**src/rtl/serial_adder_pkg.sv**
```systemverilog
// Shared types and sizing helpers for the bit-serial adder.
package serial_adder_pkg;

  localparam int DEF_WIDTH = 8;

  typedef enum logic [1:0] {
    ST_IDLE = 2'd0,
    ST_RUN  = 2'd1,
    ST_DONE = 2'd2
  } state_e;

  // Bit counter width; never below 1 so the counter always exists.
  function automatic int cnt_w(input int w);
    return (w < 2) ? 1 : $clog2(w);
  endfunction

endpackage

```
**src/rtl/serial_adder_full_adder.sv**
```systemverilog
// Single combinational 1-bit full-adder cell for the serial datapath.
module full_adder (
  input  logic i_a,
  input  logic i_b,
  input  logic i_cin,
  output logic o_sum,
  output logic o_cout
);

  assign o_sum  = i_a ^ i_b ^ i_cin;
  assign o_cout = (i_a & i_b) | (i_a & i_cin) | (i_b & i_cin);

endmodule

```
**src/rtl/serial_adder.sv**
```systemverilog
// Bit-serial adder: one full-adder cell plus carry flop, LSB first over WIDTH cycles.
// Optional signed-overflow output enabled by defining SERIAL_ADDER_OVF_EN.
module serial_adder
  import serial_adder_pkg::*;
#(
  parameter int WIDTH = DEF_WIDTH
) (
  input  logic             clk,
  input  logic             rst_n,
  input  logic             start,
  input  logic [WIDTH-1:0] a,
  input  logic [WIDTH-1:0] b,
  input  logic             cin,
  output logic             busy,
  output logic             done,
  output logic [WIDTH-1:0] sum,
  output logic             cout
`ifdef SERIAL_ADDER_OVF_EN
  ,
  output logic             ovf
`endif
);

  localparam int CW = cnt_w(WIDTH);
  localparam logic [CW-1:0] LAST = CW'(WIDTH - 1);

  state_e           r_state;
  logic [WIDTH-1:0] r_a, r_b, r_sum;
  logic             r_carry, r_cout, r_busy, r_done;
  logic [CW-1:0]    r_cnt;
  logic             w_s, w_c;
`ifdef SERIAL_ADDER_OVF_EN
  logic             r_ovf;
`endif

  full_adder u_fa (
    .i_a   (r_a[0]),
    .i_b   (r_b[0]),
    .i_cin (r_carry),
    .o_sum (w_s),
    .o_cout(w_c)
  );

  always_ff @(posedge clk) begin
    if (!rst_n) begin
      r_state <= ST_IDLE;
      r_a     <= '0;
      r_b     <= '0;
      r_sum   <= '0;
      r_carry <= 1'b0;
      r_cout  <= 1'b0;
      r_cnt   <= '0;
      r_busy  <= 1'b0;
      r_done  <= 1'b0;
`ifdef SERIAL_ADDER_OVF_EN
      r_ovf   <= 1'b0;
`endif
    end else begin
      case (r_state)
        ST_IDLE, ST_DONE: begin
          r_done <= 1'b0;
          // Sum/cout stay untouched here so the previous result remains visible.
          if (start) begin
            r_a     <= a;
            r_b     <= b;
            r_carry <= cin;
            r_cnt   <= '0;
            r_busy  <= 1'b1;
            r_state <= ST_RUN;
          end else begin
            r_state <= ST_IDLE;
          end
        end
        ST_RUN: begin
          r_a     <= r_a >> 1;
          r_b     <= r_b >> 1;
          r_carry <= w_c;
          r_sum   <= {w_s, r_sum[WIDTH-1:1]};
          r_cnt   <= r_cnt + 1'b1;
          if (r_cnt == LAST) begin
            r_cout  <= w_c;
`ifdef SERIAL_ADDER_OVF_EN
            // r_carry is the carry into the MSB on this final edge.
            r_ovf   <= r_carry ^ w_c;
`endif
            r_busy  <= 1'b0;
            r_done  <= 1'b1;
            r_state <= ST_DONE;
          end
        end
        default: begin
          r_busy  <= 1'b0;
          r_done  <= 1'b0;
          r_state <= ST_IDLE;
        end
      endcase
    end
  end

  assign busy = r_busy;
  assign done = r_done;
  assign sum  = r_sum;
  assign cout = r_cout;
`ifdef SERIAL_ADDER_OVF_EN
  assign ovf  = r_ovf;
`endif

endmodule

```
**config.mk**
```make
export PLATFORM = sky130hd
export DESIGN_NAME = serial_adder
export DESIGN_NICKNAME = d
export VERILOG_FILES = /design/src/rtl/serial_adder_pkg.sv /design/src/rtl/serial_adder_full_adder.sv /design/src/rtl/serial_adder.sv
export SDC_FILE = /design/constraint.sdc
export NUM_CORES = 1
export LEC_CHECK = 0
export ABC_AREA = 0
export BUFFER_PORTS_ARGS = -buffer_cell sky130_fd_sc_hd__buf_2
export CORE_MARGIN = 2
export CORE_UTILIZATION = 56
export DETAILED_ROUTE_END_ITERATION = 10
export PLACE_DENSITY_LB_ADDON = 0.25
export SYNTH_ARGS = -nofsm -noshare
export SYNTH_HDL_FRONTEND = slang
export SYNTH_SLANG_ARGS = --single-unit
export TNS_END_PERCENT = 30
```
**constraint.sdc**
```tcl
create_clock -name clk -period 2.8 [get_ports clk]
set_input_delay 0.28 -clock clk [delete_from_list [all_inputs] [get_ports clk]]
set_output_delay 0.28 -clock clk [all_outputs]
set_load 0.01 [all_outputs]
```
Word level (Yosys, flattened, before mapping)
Cells that the tools add are included.
- bits in registers: 33
- logic and storage cells: 43
- input port bits: 20
- $add $sub $neg: 1
- mux-type cells: 14
- equality and inequality tests: 5
- bitwise operators: 7
- reduce and logical (&&, ||, !) cells: 7
- operator list (cell ; count):
    one-hot mux 8 bit (2 select lines) ; 2
    two-way mux 8 bit ; 2
    AND reduction 2 bit ; 4
    one-hot mux 3 bit (2 select lines) ; 1
    two-way mux 1 bit ; 4
    != test 2 bit, second input constant ; 2
    one-hot mux 1 bit (2 select lines) ; 2
    one-hot mux 2 bit (2 select lines) ; 1
    adder 3 x 1 -> 3 bit, second input constant ; 1
    AND 1 bit ; 3
    == test 3 bit, second input constant ; 1
    two-way mux 3 bit ; 1
    == test 2 x 1 -> 1 bit, second input constant ; 1
    == test 2 bit, second input constant ; 1
    logical NOT 2 bit ; 1
    two-way mux 2 bit ; 1
    bitwise OR 1 bit ; 2
    nonzero test 2 bit ; 1
    OR reduction 2 bit ; 1
    XOR 1 bit ; 2

Logic depth before layout (Yosys ltp)
- depth in word-level cells: 4
- mapped depth: 5
- depth with buffers taken out: 5

Cells and area by module
A second synthesis with hierarchy kept.
- cell total of the unflattened synthesis: 163
- area, all modules: 1366.3 um^2
- by module, submodules not included (module ; seq. area each (um^2) ; instances ; cells each ; area each (um^2)):
    serial_adder ; 660.6 ; 1 ; 162 ; 1346.3
    full_adder ; 0.0 ; 1 ; 1 ; 20.0

Worst setup path after synthesis
Ideal clock, no wire load.
- path kind: register -> register
- from: register r_cnt[0]
- to: register r_busy, in the netlist busy
- arrival time: 1.022 ns
- buffers on the path: 0
- path slack: 1.713 ns
- stages on the path, launching flop included: 6
- path through: dfxtp_1 > ha_1 > ha_1 > o21ai_0 > a21oi_1 > nor2b_1
- longest elaborated chain between the ends: 3
- RTL lines (item ; line ; RTL):
    start, declared ; serial_adder.sv:30 ; logic [CW-1:0] r_cnt;
    start signal, assigned ; serial_adder.sv:79 ; r_cnt <= r_cnt + 1'b1;
    == test 3 bit ; serial_adder.sv:80 ; if (r_cnt == LAST) begin
    != test 2 bit (no line) ; -- ;
    AND reduction 2 bit (no line) ; -- ;
    end signal, assigned ; serial_adder.sv:68 ; r_busy <= 1'b1;
    end signal, assigned ; serial_adder.sv:86 ; r_busy <= 1'b0;
    end signal, assigned ; serial_adder.sv:92 ; r_busy <= 1'b0;
    end, declared ; serial_adder.sv:29 ; logic r_carry, r_cout, r_busy, r_done;
No other way between the ends.
A chain may end at the register's enable or synchronous reset.

Worst setup path in the final report
- from: register r_state[1]
- to: register r_sum[5], in the netlist sum[5]
- longest elaborated chain between the ends: 1
- RTL lines (item ; line ; RTL):
    start, declared ; serial_adder.sv:27 ; state_e r_state;
    start signal, assigned ; serial_adder.sv:46 ; r_state <= ST_IDLE;
    start signal, assigned ; serial_adder.sv:69 ; r_state <= ST_RUN;
    start signal, assigned ; serial_adder.sv:71 ; r_state <= ST_IDLE;
    == test 2 x 1 -> 1 bit ; serial_adder.sv:59 ; case (r_state)
    end signal, assigned ; serial_adder.sv:78 ; r_sum <= {w_s, r_sum[WIDTH-1:1]};
    end, declared ; serial_adder.sv:28 ; logic [WIDTH-1:0] r_a, r_b, r_sum;
No other way between the ends.

==> results.toml <==
[sta]
period_share = 0.679
grt_setup_unrepaired = "no"
fmax_mhz = 526
tns_ns = 0
finalHoldViolations = 0
relSlewSlack = 0.245
finalCriticalPeriod_ns = 1.90
finClkSkew_ns = 0.00228
slew_viol_final = 0
setup_violations = 0
hold_slack_ns = 0.206
tightest_slew_ns = 1.13

[yosys]
ys_types = 23
synth_area_um2 = 1370
synth_compound_area_frac = 0.223
synth_top_family_by_area = "compound AO/OA/AOI/OAI gates"
synthSimpleGateAreaFrac = 0.196
synth_cells = 163
synthMuxAreaShare = 0
netlist_top_cells_area = "dfxtp_1, nand2_1, a31oi_1"
synth_top_area_cell = "dfxtp_1"
synth-warning-count = 0
syn_nets = 186
synth_seq_cells = 33
yosysSeqAreaShare = 0.484
synth.top_cell.area_share = 0.484
synthAdderAreaFrac = 0.0330
syn_avg_cell_area_um2 = 8.38
synth-xor-area-share = 0

[die]
initial_core_util = 0.606
die_x_um = 53.4
ios = 31
die_h_um = 53.4
dieArea_um2 = 2850
core_um2 = 2250
rows = 17

[power]
p_int_mw = 0.641
combPwrFrac = 0.123
netSwitchingFraction = 0.258
p_leak_nw = 0.648
p_seq_frac = 0.594
power.density_nw_per_um2 = 565
power_frac_clock = 0.282
power.total_mw = 0.864
irDropWorstVdd_mv = 0.446
p_switching_mw = 0.223

[global_route]
grt_overflow = 0
grt_pass1_vias = 1007
grt_pass1_wl_mm = 4.37
grt_max_degree = 38
track_usage = 0.215
grt_antenna_before_repair = 0

[cts]
cts_root_buf = "clkbuf_4"
cts.clk_slew.worst_paths_ns = 0.09
htreeDepth = 2
numCtsBuffers = 5
post_cts_resized = 0
numClockSinks = 33
cts_hold_buf = 0
cts_setup_buffers = 0
tritoncts = "done"
cts.path.max_buffers = 2
clock_latency_ns = 0.32

[drt]
wire_per_inst_um = 12.0
drt-total-wl_mm = 2.62
vias = 1159
dr.first_iter.drc_count = 22
drc = 0
top_layer = "met4"
vias_per_cell = 5.32
wl_met3_um = 132
wl_met1_mm = 1.20
met2_length_mm = 1.26
drt_first_pass_iters = 5
antenna_left = 0

[critical_path]
slowest_stage = "nand2b_1"
path_cells = "nand2b_1 -> buf_4 -> nand2_1 -> a21boi_0"
critPathLaunchType = "flip-flop"
critPathKind = "reg2reg"
path_max_fanout = 37
cp-end-kind = "flip-flop"
critPathRequiredTime_ns = 3.04
cp.arrival_ns = 2.14
critPathMaxStageDelay_ns = 0.88

[cells_and_area]
seqCellArea_um2 = 661
multi_input_area_um2 = 617
fillCellCount = 199
area_growth_pct = 12.0
antenna_cells = 0
drive_gt1_frac = 0.195
stdcell_count = 218
num-nets-final = 212

[place]
hpwl_mm = 1.77
dp.cells = 210
place_congestion = 0.703
port_buffers = 30

[flow_run]
max_cap_violations = 0

[run_status]
status = "finished, final reports clean"

[min_path]
hold_path.class = "in2reg"
-- through the flow --
stage | setup WS [ns] | util | cell area [um^2]
3_3_place_gp | 1.08 | 0.657 | 1480
4_1_cts | 0.903 | 0.679 | 1530
6_report | 0.898 | 0.679 | 1530
5_1_grt | 0.721 | 0.679 | 1530
2_1_floorplan | 1.71 | - | 1370
3_5_place_dp | 0.926 | 0.657 | 1480
-- cell families after synthesis --
logic type	Yosys count
DFF	33
buffers and inverters	14
adders and majority gates	3
AOI/OAI and AO/OA	49
and+or+nand+nor	64
-- synth_stat cells (all sizes together) --
cell type and number:
nor2 1, and2b 1, ha 2, dfxtp 33
o211a 1, a21boi 13, nand2 50, and2 1
a31oi 15, fa 1, clkbuf 3, buf 10
a21oi 1, nand2b 2, nand3 5, and3 2
o21ai 18, inv 1, o21a 1, nor2b 2
-- registers in the layout (all words and copies together) (netlist names) --
register  cells
busy          1
cout          1
done          1
r_a           8
r_b           8
r_carry       1
r_cnt         3
r_state       2
sum           8
-- layout make-up --
| type | count | share of cell area |
|---|---|---|
| timing repair buffer | 32 | 0.108 |
| clock buffer | 8 | 0.0319 |
| sequential | 33 | 0.432 |
| multi-input combinational | 116 | 0.403 |
| tap | 28 | 0.0229 |
| inverter | 1 | 0.00245 |
-- routing by layer --
metal	track usage	vias to the layer above
met5	0	-
met1	0.275	520
li1	-	606
met3	0.0763	4
met4	0.0641	0
met2	0.337	29
-- worst max-delay path, delay by kind of cell, from the launching register on --
kind / cells / cell delay, ns
AOI/OAI and AO/OA: 1 / 0.19
buffers and inverters: 1 / 0.32
DFF: 1 / 0.37
and+or+nand+nor: 2 / 0.94
-- worst paths after layout --
| kind | cells after the start | slack (ns) | from | endpoint |
|---|---|---|---|---|
| max | 4 | 0.90 | r_state[1]$_SDFFE_PN0P_ | sum[5]$_SDFFE_PN0P_ |
| min | 3 | 0.21 | a[7] | r_a[7]$_SDFFE_PN0P_ |
| max reg2reg | 4 | 0.90 | r_state[1]$_SDFFE_PN0P_ | sum[5]$_SDFFE_PN0P_ |
| min reg2reg | 2 | 0.48 | r_a[6]$_SDFFE_PN0P_ | r_a[6]$_SDFFE_PN0P_ |
-- cells in the final DEF (no fill, tap or decap), drive strengths merged, types with 2 or more instances in the layout --
cell type	n
o21ai	18
a21boi	13
dfxtp	33
nand2	50
and3	2
a31oi	15
nand3	5
ha	2
clkbuf	8
nor2b	2
nand2b	2
buf	32
-- power groups by stage --
| stage | sequential, mW | clock, mW | combinational, mW |
|---|---|---|---|
| global route | 0.517 | 0.273 | 0.123 |
| detailed placement | 0.524 | 0 | 0.106 |
| CTS | 0.514 | 0.249 | 0.107 |
| floorplan | 0.522 | 0 | 0.0844 |
| global placement | 0.523 | 0 | 0.101 |
| finish | 0.514 | 0.244 | 0.107 |
Note: power is estimated with default switching activity, not from simulation.
